==> src/rtl/debouncer_multi_edge.sv <==
// Multi-channel debouncer: per-channel synchroniser, saturating up/down integrator
// with hysteresis, a shared sample tick and registered rise/fall event pulses.
module debouncer_multi_edge #(
  parameter int WIDTH          = 4,
  parameter int SAMPLE_CNT_MAX = 62500,
  parameter int PULSE_CNT_MAX  = 200,
  parameter int ACTIVE_LOW     = 0,
  parameter int SYNC_STAGES    = 2
) (
  input  logic             clk,
  input  logic             rst_n,
  input  logic             en,
  input  logic [WIDTH-1:0] glitchy_signal,
  output logic [WIDTH-1:0] debounced_signal,
  output logic [WIDTH-1:0] rise_pulse,
  output logic [WIDTH-1:0] fall_pulse,
  output logic             sample_tick
);

  localparam int WRAP_W = $clog2(SAMPLE_CNT_MAX);
  localparam int SAT_W  = $clog2(PULSE_CNT_MAX + 1);
  localparam logic [WRAP_W-1:0] WRAP_LAST = WRAP_W'(SAMPLE_CNT_MAX - 1);
  localparam logic [SAT_W-1:0]  SAT_MAX   = SAT_W'(PULSE_CNT_MAX);

  logic [WRAP_W-1:0]                 r_wrap;
  logic                              r_tick;
  logic [SYNC_STAGES-1:0][WIDTH-1:0] r_sync;
  logic [WIDTH-1:0][SAT_W-1:0]       r_cnt;
  logic [WIDTH-1:0]                  r_deb;
  logic [WIDTH-1:0]                  r_rise;
  logic [WIDTH-1:0]                  r_fall;
  logic [WIDTH-1:0]                  w_s_in;
  logic [WIDTH-1:0]                  w_s_sync;
  logic [WIDTH-1:0]                  w_next_deb;

  assign w_s_in   = (ACTIVE_LOW != 0) ? ~glitchy_signal : glitchy_signal;
  assign w_s_sync = r_sync[SYNC_STAGES-1];

  assign debounced_signal = r_deb;
  assign rise_pulse       = r_rise;
  assign fall_pulse       = r_fall;
  assign sample_tick      = r_tick;

  always_ff @(posedge clk or negedge rst_n) begin
    if (!rst_n) begin
      r_wrap <= '0;
      r_tick <= 1'b0;
    end else if (en) begin
      if (r_wrap == WRAP_LAST) begin
        r_wrap <= '0;
        r_tick <= 1'b1;
      end else begin
        r_wrap <= r_wrap + WRAP_W'(1);
        r_tick <= 1'b0;
      end
    end else begin
      r_tick <= 1'b0;
    end
  end

  // Stage 0 takes the (polarity-corrected) pin; the last stage feeds the integrators.
  always_ff @(posedge clk or negedge rst_n) begin
    if (!rst_n) begin
      r_sync <= '0;
    end else begin
      r_sync <= {r_sync[SYNC_STAGES-2:0], w_s_in};
    end
  end

  always_ff @(posedge clk or negedge rst_n) begin
    if (!rst_n) begin
      r_cnt <= '0;
    end else if (r_tick && en) begin
      for (int unsigned i = 0; i < WIDTH; i++) begin
        if (w_s_sync[i] && (r_cnt[i] < SAT_MAX)) begin
          r_cnt[i] <= r_cnt[i] + SAT_W'(1);
        end else if (!w_s_sync[i] && (r_cnt[i] != '0)) begin
          r_cnt[i] <= r_cnt[i] - SAT_W'(1);
        end
      end
    end
  end

  // Output only moves at the integrator rails; in between it holds (hysteresis).
  always_comb begin
    w_next_deb = r_deb;
    for (int unsigned i = 0; i < WIDTH; i++) begin
      if (r_cnt[i] == SAT_MAX) begin
        w_next_deb[i] = 1'b1;
      end else if (r_cnt[i] == '0) begin
        w_next_deb[i] = 1'b0;
      end
    end
  end

  always_ff @(posedge clk or negedge rst_n) begin
    if (!rst_n) begin
      r_deb  <= '0;
      r_rise <= '0;
      r_fall <= '0;
    end else begin
      r_deb  <= w_next_deb;
      r_rise <= w_next_deb & ~r_deb;
      r_fall <= ~w_next_deb & r_deb;
    end
  end

endmodule

==> config.mk <==
export PLATFORM = sky130hd
export DESIGN_NAME = debouncer_multi_edge
export DESIGN_NICKNAME = d
export VERILOG_FILES = /design/src/rtl/debouncer_multi_edge.sv
export SDC_FILE = /design/constraint.sdc
export NUM_CORES = 1
export LEC_CHECK = 0
export ABC_AREA = 1
export ABC_CLOCK_PERIOD_IN_PS = 2800
export CAP_MARGIN = 30
export CELL_PAD_IN_SITES_DETAIL_PLACEMENT = 0
export CELL_PAD_IN_SITES_GLOBAL_PLACEMENT = 1
export CORE_MARGIN = 2
export CORE_UTILIZATION = 49
export DETAILED_ROUTE_END_ITERATION = 8
export GPL_ROUTABILITY_DRIVEN = 0
export PLACE_DENSITY = 0.95
export SKIP_LAST_GASP = 1
export SLEW_MARGIN = 5
export SYNTH_ARGS = -nofsm -noshare
export SYNTH_HDL_FRONTEND = slang
export SYNTH_SLANG_ARGS = --single-unit
==> constraint.sdc <==
create_clock -name clk -period 2.8 [get_ports clk]
set_clock_uncertainty 0.05 [all_clocks]
set_input_delay 0.42 -clock clk [delete_from_list [all_inputs] [get_ports clk]]
set_output_delay 0.42 -clock clk [all_outputs]
set_load 0.005 [all_outputs]
* Word level (Yosys, flattened, before mapping)
Cells that the tools add are included.
** Storage, ports and cells
- Input bits :: 7
- Word-level logic and storage cells :: 81
- Register bits after elaboration :: 69
- Output and inout bits :: 13
** Operators by class
- Muxes and demuxes :: 19
- Equality and inequality tests :: 5
- Order comparisons :: 4
- Bitwise gates (word level) :: 4
- Add/sub/neg operators :: 9
- Reduce and logical (&&, ||, !) cells :: 29
** Operator list (count)
- 8-bit two-way mux :: 8
- 8-bit by 1-bit adder with 8-bit output, second input constant :: 4
- 8-bit == test, second input constant :: 4
- 8-bit zero test :: 4
- 8-bit less-than comparator, second input constant :: 4
- 8-bit nonzero test :: 4
- 8-bit by 1-bit subtractor with 8-bit output, second input constant :: 4
- 16-bit by 1-bit adder with 16-bit output, second input constant :: 1
- 16-bit == test, second input constant :: 1
- 16-bit two-way mux :: 1
- 1-bit two-way mux :: 10
- 1-bit logical AND :: 9
- 4-bit bitwise AND :: 2
- 4-bit inverter :: 2
- 2-bit AND reduction :: 4
- 2-bit nonzero test :: 4
- 1-bit zero test :: 4

* Logic depth before layout (Yosys ltp)
Gate-level depths: netlist of the first run.
- Depth after elaboration :: 5
- Depth in mapped cells :: 14
- Gate-level depth less buffers :: 14

* Least setup slack after synthesis of the first run
OpenSTA, ideal clock, no wires.
- Path type :: reg-to-reg
- From :: register r_cnt[12] in the netlist's numbering
- To :: register r_cnt[14] in the netlist's numbering
- Arrival :: 1.759 ns
- Cell stages (with the launch flop) :: 14
- Data required time :: 2.624 ns
- Buffers on the path :: 0
- Library setup time :: 0.126 ns
- Clock period less this slack :: 1.935 ns
- Slack :: 0.865 ns
- Cells stage by stage :: dfrtp_1 nor2_1 nand2_1 nand2_1 nand2_1 ha_1 nand2_1 inv_1 o21ai_0 nand3_1 nand2_1 nand2_1 nand2_1 o21ai_0
** Between the ends
- Word-level cells in the longest chain between the ends :: 4
- Elaborated cells on any way between the ends :: 10
- Classes of those cells :: 2 x add/sub; 1 x order compare; 2 x mux; 5 x reduce/logical
** RTL lines
- start, declared :: RTL line 28 : logic [WIDTH-1:0][SAT_W-1:0] r_cnt;
- start signal, assigned by index :: RTL line 76 : r_cnt[i] <= r_cnt[i] + SAT_W'(1);
- start signal, assigned by index :: RTL line 78 : r_cnt[i] <= r_cnt[i] - SAT_W'(1);
- 8-bit less-than comparator or 8-bit nonzero test (tied branches) :: RTL line 75, 77
- 1-bit logical AND (on tied branches) :: RTL line 75, 77
- 2-bit nonzero test (no source line)
- 2-bit AND reduction (no source line)
Several ways; a longest one is shown, not always the timed one. The select of a mux whose other input is x is not followed.
A chain may end at the register's enable or synchronous reset.

* Final worst setup path of the first run
- From :: register r_cnt[21] in the netlist's numbering
- To :: register r_cnt[22] in the netlist's numbering
Same word-level chain as after synthesis.

==> results of run 1 <==
[power by group]
group / total, mW / internal [mW] / switching [mW]
logic: 0.367 / 0.121 / 0.246
registers: 1.14 / 1.07 / 0.0709
clock network: 0.850 / 0.484 / 0.367
[layout make-up]
cell class                 instances  area, sq um
clock inverter                     3         42.5
fill                             766         3530
timing repair buffer              20          205
clock buffer                      13          169
multi-input combinational        407         2180
inverter                          83          314
sequential                        69         1730
tap                              105          131
[layer usage]
layer  wire [um]  global-route usage, %  up-vias  share of wire, %
li1            -                      -     1859                 -
met1        4490                   28.5     1635                53
met2        3610                   29.2       69                42
met3         280                   3.81       11               3.3
met4         120                   6.07        0               1.4
met5           0                      0        -                 0
[final timing paths]
kind	endpoint	slack, ps	depth (start not counted)	start
worst max register to register	r_cnt[22]$_DFFE_PN0P_	520	13	r_cnt[21]$_DFFE_PN0P_
worst max-delay path	r_cnt[22]$_DFFE_PN0P_	520	13	r_cnt[21]$_DFFE_PN0P_
worst min-delay path	r_wrap[0]$_DFFE_PN0P_	80	1	rst_n
max in group asynchronous	r_cnt[20]$_DFFE_PN0P_	1970	2	rst_n
worst min register to register	w_s_sync[2]$_DFF_PN0_	300	0	r_sync[2]$_DFF_PN0_
min in group clk	w_s_sync[2]$_DFF_PN0_	300	0	r_sync[2]$_DFF_PN0_
[cells in the mapped netlist, types with 2 or more instances]
cell type  number  area share, %
nor3_4          2           0.77
nand4_1        14            2.1
o21ai_0        27            3.2
nand3_1        60            7.1
a31oi_1         2           0.29
nor3_1          5           0.59
nor2_1         41            3.6
xnor2_1        16            3.3
buf_2           4           0.47
nand2_1       172             15
fa_1            4            1.9
dfrtp_1        69             41
inv_1          82            7.2
ha_1           25            7.4
nand3b_1        7            1.2
a21oi_1        20            2.4
xor2_1          4           0.82
nand2_2         3           0.44
[state kept, by name, indices dropped and copies added (netlist names)]
name	count
r_cnt	32
sample_tick	1
w_s_sync	4
r_wrap	16
rise_pulse	4
r_sync	4
fall_pulse	4
debounced_signal	4
[kinds of logic after synthesis]
family,count (synthesis)
simple gates,309
buf+inv,88
flops,69
compound gates,49
fa+ha+maj,29
xor+xnor,20
[critical path: cells and delay by family, from the launching register on]
family          cells  cell delay (ps)
simple gates        9              910
fa+ha+maj           1              420
flops               1              400
compound gates      2              320
buf+inv             1               50
[through the flow]
step	power (mW)	util (%)	area, sq um
final	2.35	57.4	4760
after floorplan	1.42	-	4250
after CTS	2.38	57.4	4760
after global placement	1.51	54.9	4550
after detailed placement	1.52	54.9	4550
after global routing	2.49	57.4	4760
==> flow_summary.toml, run 1 <==
[outcome]
status = "complete, no violations"

[grt]
grt_max_degree = 39
grt_pass1_wl_mm = 15.2
grt_pass1_vias = 3337
grt.total_usage_pct = 19.4
antenna_found_initial = 0
overflow = 0

[setup_path]
cp_common_cell = "nand2_1"
worst-setup-path-type = "reg2reg"
cp_slowest_cell = "ha_1"
cp_max_fo = 7
cpPeakStageDelay_ps = 420
arrival_ps = 2450
start_kind = "register"
path_cells = "nor2_1, nand2_1, nand2_1, nand2_1, ha_1, nand2_1, inv_1, o21ai_0, nand3_1, nand2_1, nand2_1, nand2_1, o21ai_0"
critPathRequiredTime_ps = 2970
endpoint_kind = "register"

[layout]
antenna_cells = 0
drive_gt1_share_pct = 4.71
final_nets = 626
instances_no_fill = 700
final_cell_mix = "172 x nand2_1, 82 x inv_1, 69 x dfrtp_1"
syn_to_final_growth_pct = 12.2
layout_commonest_cell = "nand2_1"

[sta]
tightest_slew_ps = 736
period_needed_ps = 2280
drv_slew = 0
hold_violations = 0
setup_slack_ps = 520
max_freq_mhz = 439
rsz0062_at_grt = "false"
maxSlewHeadroom_pct = 51.0
fin_tns_setup_ps = 0
whs_ps = 84.3
finalSetupViolations = 0
period_share_pct = 81.4

[synth]
syn_inst = 564
syn_nets = 600
yosysUniqueCellTypes = 25
synthFlopType = "dfrtp_1"
synthMuxAreaShare_pct = 0
synth_area_sq_um = 4250
synth_seq_cells = 69
yosys.area_share.simple_pct = 32.0
async_flop_share_pct = 100
avgSynthCellArea_sq_um = 7.53
synth_xor_area_share_pct = 4.12
synth_top_family_by_area = "simple AND/OR/NAND/NOR gates"
seq_area_frac_synth_pct = 40.6
yosys_warnings = 0
synthAdderAreaFrac_pct = 9.25
synth_edf_count = 0
synth_compound_area_share_pct = 5.83

[route]
wl_per_cell_um = 12.2
vias = 3574
drtAntennaViolNets = 0
vias_per_cell = 5.11
drc = 0
dr.pass1.iters = 4
drt-total-wl_mm = 8.51
drt_iter0_markers = 244

[power]
p_per_area_nw_per_um2 = 494
p_leak_nw = 2.65
ir_worst_vdd_mv = 0.412

[cts]
post_cts_buffers = 0
clk_pin_slew_ps = 70
cts_buffers = 9
cts_hold_buf = 0
ctsLongestPathBuffers = 2
postCtsResizedCells = 0
clk_latency_ps = 340
tritoncts = "built"
cts-htree-levels = 3
cts_sinks = 69
clk_root_buffer_cell = "clkbuf_8"

[min_path]
min_path_type = "in2async"

[floorplanning]
die_area_sq_um = 9430
ios = 20
die_x_um = 97.1
die-height_um = 97.1
core_sq_um = 8300
rows = 33
start_util_pct = 51.2

[placement]
dp_hpwl_mm = 6.60
port_buffers = 19
dp_cells = 684
post-place-ws_ps = 491

[job]
cap_violations = 0
Power figures use the tool's default switching activity.
==> inputs of run 2 (changes only) <==
--- a/config.mk
+++ b/config.mk
@@ -6,15 +6,15 @@
 export NUM_CORES = 1
 export LEC_CHECK = 0
 export ABC_AREA = 1
-export ABC_CLOCK_PERIOD_IN_PS = 2800
+export ABC_CLOCK_PERIOD_IN_PS = 2200
 export CAP_MARGIN = 30
 export CELL_PAD_IN_SITES_DETAIL_PLACEMENT = 0
 export CELL_PAD_IN_SITES_GLOBAL_PLACEMENT = 1
 export CORE_MARGIN = 2
-export CORE_UTILIZATION = 49
+export CORE_UTILIZATION = 45
 export DETAILED_ROUTE_END_ITERATION = 8
 export GPL_ROUTABILITY_DRIVEN = 0
-export PLACE_DENSITY = 0.95
+export PLACE_DENSITY = 0.89
 export SKIP_LAST_GASP = 1
 export SLEW_MARGIN = 5
 export SYNTH_ARGS = -nofsm -noshare
==> constraint.sdc (replaced) <==
create_clock -name clk -period 2.2 [get_ports clk]
set_clock_uncertainty 0.05 [all_clocks]
set_input_delay 0.33 -clock clk [delete_from_list [all_inputs] [get_ports clk]]
set_output_delay 0.33 -clock clk [all_outputs]
set_load 0.005 [all_outputs]
==> run 2 against run 1 <==
Compared with the run above: final cell count increased by 5.1%; fmax up 9.3%; routed wire length grew 7.1%; non-clock buffer count up 30; combinational power is 39% higher; register-to-register slack lost 410 ps; global-route usage down 1.4 points; clock-buffer cell count fell by 1; flip-flop and latch count unchanged; die area increased by 8.5%; critical path depth down 1; core utilization is 0.58 points lower; critical path type unchanged; largest cell class unchanged; largest power group unchanged; highest routed layer unchanged.
==> flow_summary.toml, run 2 (synthesis gave the netlist of run 1 again) <==
[outcome]
status = "complete, no violations"

[power]
internal-power_mw = 2.01
p_per_area_nw_per_um2 = 554
p_clk_share_pct = 32.4
p_leak_nw = 2.78
seqPwrFrac_pct = 49.9
swShare_pct = 30.7
p_sw_mw = 0.888
ir_worst_vdd_mv = 0.398
finalPower_mw = 2.89
p_comb_share_pct = 17.7

[floorplanning]
die-height_um = 101
start_util_pct = 46.2
die_x_um = 101
rows = 35
die_area_sq_um = 10200
core_sq_um = 9200
ios = 20

[route]
drt-total-wl_mm = 9.11
drtAntennaViolNets = 0
drt_iter0_markers = 219
wl_per_cell_um = 12.4
vias_per_cell = 5.09
vias = 3748
drc = 0
dr.pass1.iters = 4

[min_path]
min_path_type = "reg2reg"

[cts]
cts_sinks = 69
tritoncts = "built"
post_cts_buffers = 0
clk_pin_slew_ps = 70
ctsLongestPathBuffers = 2
cts-htree-levels = 3
clk_root_buffer_cell = "clkbuf_8"
cts_buffers = 9
clk_latency_ps = 340

[grt]
use_met1_pct = 24.6
antenna_found_initial = 0
top_usage_layer = "met2"
grt_max_degree = 43
grt_pass1_wl_mm = 14.9
grtUsageMet2_pct = 28.7
overflow = 0
grtUsageMet3_pct = 3.93
grt.total_usage_pct = 18.0
grt_pass1_vias = 3457

[setup_path]
arrival_ps = 2250
cp_max_fo = 7
cp_common_cell = "nand2_1"
critPathRequiredTime_ps = 2360
start_kind = "register"
endpoint_kind = "register"
cpPeakStageDelay_ps = 420
cp_slowest_cell = "fa_1"
worst-setup-path-type = "reg2reg"
path_cells = "nor2_1, nand2_1, nand2_1, nand2_2, buf_4, fa_1, nand4_1, nand3_1, nand2_1, nand2_1, nand2_1, o21ai_0"

[layout]
post-route-util_pct = 56.8
largest_reg_flops = 32
reg_top3 = "r_cnt x32, r_wrap x16"
top_register = "r_cnt"
final_nets = 656
instances_no_fill = 736
layout_commonest_cell = "nand2_1"
antenna_cells = 0
syn_to_final_growth_pct = 23.0
final_cell_mix = "166 x nand2_1, 82 x inv_1, 67 x dfrtp_1"
drive_gt1_share_pct = 14.2

[placement]
dp_hpwl_mm = 6.58
dp_cells = 719
port_buffers = 19

[sta]
tightest_slew_ps = 546
finalSetupViolations = 0
period_share_pct = 94.8
rsz0062_at_grt = "true"
whs_ps = 297
hold_violations = 0
drv_slew = 0
max_freq_mhz = 479
maxSlewHeadroom_pct = 63.6
period_needed_ps = 2090

[job]
cap_violations = 0
run 2: cell count changes in the layout (fill, tap and decap cells not counted), moves of 4 or more:
cell     change
a21oi_1      -4
o21ai_1      +4
o21ai_0      -4
a21oi_2      +4
nand2_1      -6
ha_4        +17
buf_4       +30
ha_1        -17
run 2: what timing repair did:
item                                   in CTS  in global routing
hold buffers                                1                  0
gates resized for setup                     3                 40
setup endpoints to repair                   7                 18
endpoints found under the hold margin      27                  0
pin swaps                                   0                  2
run 2: metal layers:
layer  vias up  part of all wire, %  routed length (um)
li1       1922                    -                   -
met1      1757                   50                4510
met2        56                   46                4200
met3        13                  3.0                 273
met4         0                  1.3                 118
met5         -                    0                   0
run 2: layout make-up:
type / instances / area, sq um
fillers: 811 / 3970
multi-input cells: 407 / 2450
repair buffers: 50 / 420
inverters: 83 / 314
well taps: 111 / 139
clock inverters: 4 / 22.5
flip-flops and latches: 69 / 1730
clock buffers: 12 / 155
run 2: path summary, 6_finish.rpt:
kind | slack [ps] | to | from | cells past startpoint
setup / recovery | 110 | r_cnt[30]$_DFFE_PN0P_ | r_cnt[28]$_DFFE_PN0P_ | 12
hold / removal | 300 | w_s_sync[2]$_DFF_PN0_ | r_sync[2]$_DFF_PN0_ | 0
setup reg to reg | 110 | r_cnt[30]$_DFFE_PN0P_ | r_cnt[28]$_DFFE_PN0P_ | 12
hold reg to reg | 300 | w_s_sync[2]$_DFF_PN0_ | r_sync[2]$_DFF_PN0_ | 0
max in group asynchronous | 1140 | r_cnt[5]$_DFFE_PN0P_ | rst_n | 3
min in group asynchronous | 480 | r_wrap[14]$_DFFE_PN0P_ | rst_n | 3
run 2: power by group through the flow:
stage                     logic, mW  clock network [mW]  registers, mW
final                         0.511               0.938           1.44
after global routing          0.587                1.02           1.46
after CTS                     0.484               0.958           1.44
after detailed placement      0.479                   0           1.46
after global placement        0.466                   0           1.47
after floorplan               0.359                   0           1.44
run 2: metrics by stage:
stage	setup WS (ps)	setup TNS, ps	cell area, sq um
final	113	0	5230
after global routing	-36.4	-92.5	5230
after CTS	-16.8	-16.8	4970
after detailed placement	-82.2	-223	4770
after global placement	-107	-266	4770
after floorplan	265	0	4250
run 2: worst max-delay path, delay by kind of cell (launching register included):
| family | cells | cell delay, ps |
|---|---|---|
| AO/OA/AOI/OAI | 1 | 70 |
| adder cells (fa/ha/maj) | 1 | 420 |
| buffers and inverters | 1 | 180 |
| flip-flops | 1 | 370 |
| AND/OR/NAND/NOR | 9 | 870 |
==> inputs of run 3 (changes only) <==
--- a/config.mk
+++ b/config.mk
@@ -11,10 +11,11 @@
 export CELL_PAD_IN_SITES_DETAIL_PLACEMENT = 0
 export CELL_PAD_IN_SITES_GLOBAL_PLACEMENT = 1
 export CORE_MARGIN = 2
-export CORE_UTILIZATION = 45
+export CORE_UTILIZATION = 40
 export DETAILED_ROUTE_END_ITERATION = 8
 export GPL_ROUTABILITY_DRIVEN = 0
-export PLACE_DENSITY = 0.89
+export PLACE_DENSITY = 0.81
+export REMOVE_ABC_BUFFERS = 1
 export SKIP_LAST_GASP = 1
 export SLEW_MARGIN = 5
 export SYNTH_ARGS = -nofsm -noshare
==> run 3 against run 2 <==
Compared with the run above: combinational power fell by 2%; fmax is 1.6% higher; power shrank 0.21%; register-to-register slack improved by 30 ps; non-clock buffer count down 10; via count shrank 2.3%; die area grew 12%; critical endpoint is now r_cnt[6]$_DFFE_PN0P_; design area is 1.5% lower; worst hold slack improved by 1.1 ps; routed wire length increased by 1.7%; core utilization shrank 7.0 points.
==> flow_summary.toml, run 3 (synthesis gave the netlist of run 1 again) <==
[setup_path]
crit_start = "r_cnt[5]$_DFFE_PN0P_"
critPathRequiredTime_ps = 2390
arrival_ps = 2240
r2r_end = "r_cnt[6]$_DFFE_PN0P_"
start_kind = "register"
worst-setup-path-type = "reg2reg"
cp_max_fo = 8
r2r_cells = 13
rrSetupSlack_ps = 150
endpoint_kind = "register"
r2r_start = "r_cnt[5]$_DFFE_PN0P_"

[layout]
instances_no_fill = 750
reg_top3 = "r_cnt x32, r_wrap x16"
final_nets = 646
final_cell_mix = "164 x nand2_1, 82 x inv_1, 67 x dfrtp_1"
antenna_cells = 0
syn_to_final_growth_pct = 21.1
largest_reg_flops = 32
design_area_sq_um = 5150
top_register = "r_cnt"
layout_commonest_cell = "nand2_1"
drive_gt1_share_pct = 12.5

[placement]
dp_cells = 733
port_buffers = 19
placed_cell_area_sq_um = 4730
post-place-ws_ps = -102
dp_hpwl_mm = 6.95

[sta]
drv_slew = 0
rsz0062_at_grt = "true"
period_needed_ps = 2050
finalSetupViolations = 0
hold_violations = 0
maxSlewHeadroom_pct = 73.5
max_freq_mhz = 487
period_share_pct = 93.3
setup_slack_ps = 147
tightest_slew_ps = 398

[route]
dr.pass1.iters = 4
vias = 3662
drt-total-wl_mm = 9.26
drc = 0
drtAntennaViolNets = 0
drt_iter0_markers = 215
wl_per_cell_um = 12.3
vias_per_cell = 4.88

[power]
p_comb_share_pct = 17.4
swShare_pct = 29.7
p_per_area_nw_per_um2 = 561
internal-power_mw = 2.03
p_sw_mw = 0.856
seqPwrFrac_pct = 49.9
finalPower_mw = 2.89
ir_worst_vdd_mv = 0.431
p_leak_nw = 2.74
p_clk_share_pct = 32.7

[floorplanning]
rows = 37
ios = 20
die_area_sq_um = 11500
die-height_um = 107
die_x_um = 107
core_sq_um = 10300
start_util_pct = 41.1

[cts]
cts_sinks = 69
clk_pin_slew_ps = 70
tritoncts = "built"
ctsLongestPathBuffers = 2
clk_root_buffer_cell = "clkbuf_8"
clk_latency_ps = 350
cts_buffers = 9
cts-htree-levels = 3

[grt]
grt.total_usage_pct = 17.5
overflow = 0
grt_pass1_wl_mm = 16.0
grt_pass1_vias = 3589
grt_max_degree = 40
antenna_found_initial = 0

[min_path]
min_path_cells = 0
min_path_type = "reg2reg"
hold-path-endpoint = "w_s_sync[1]$_DFF_PN0_"
hold_start = "r_sync[1]$_DFF_PN0_"

[outcome]
status = "complete, no violations"

[job]
cap_violations = 0
==> run 3: cell types whose count changed in the layout (fill, tap and decap cells not counted), sizes merged <==
cell / change
clkinv: -2
buf: -10
clkinvlp: -1
clkbuf: +2
==> run 3: power by group through the flow <==
stage / registers (mW) / logic, mW / clock network (mW)
after floorplan: 1.44 / 0.355 / 0
after global placement: 1.46 / 0.467 / 0
after detailed placement: 1.46 / 0.481 / 0
after CTS: 1.44 / 0.490 / 0.986
after global routing: 1.45 / 0.572 / 1.06
final: 1.44 / 0.502 / 0.943
==> run 3: layout make-up <==
class | instances | area (sq um)
inverters | 83 | 314
fillers | 1004 | 5180
well taps | 136 | 170
repair buffers | 40 | 360
clock buffers | 14 | 173
flip-flops and latches | 69 | 1730
multi-input cells | 407 | 2390
clock inverters | 1 | 5.00
==> run 3: stage by stage <==
stage,hold slack (ps),setup TNS [ps],utilization [%]
floorplan,-15.6,0,-
global placement,240,-137,45.8
detailed placement,244,-363,45.8
CTS,300,0,48.0
global route,324,-183,49.8
finish,299,0,49.8
==> run 3: critical path, cell delays in order, from the launching register on <==
cell and delay [ps]:
dfrtp_1 390, nor2_1 140, nand2_1 90, nand2_1 100, nand2_2 150, ha_1 370, nand2_1 80, inv_1 40
o21ai_0 200, nand3_1 100, nand2_1 60, nand2_1 40, nand2_1 50, o21ai_0 70
==> run 3: metal layers <==
metal  GRT usage (%)  vias to the layer above  share of wire (%)  routed length, um
li1                -                     1896                  -                  -
met1            23.5                     1699                 48               4490
met2            27.7                       56                 46               4300
met3            4.13                       11                3.6                334
met4            5.94                        0                1.5                135
met5               0                        -                  0                  0
==> run 3: worst max path at each step <==
stage,endpoint,slack [ps],cells after the start
floorplan,r_cnt[14]$_DFFE_PN0P_,260,13
global placement,r_cnt[14]$_DFFE_PN0P_,-60,13
detailed placement,r_cnt[13]$_DFFE_PN0P_,-100,11
CTS,r_cnt[5]$_DFFE_PN0P_,4,11
global route,r_cnt[30]$_DFFE_PN0P_,-60,13
finish,r_cnt[6]$_DFFE_PN0P_,150,13
==> run 3: what timing repair did <==
action                                  CTS  global route
buffers inserted                          0             1
hold buffers                              1             0
gates resized for setup                   5            34
pin swaps                                 0             5
endpoints found under the hold margin    30             0
endpoints found under the setup margin    5            15
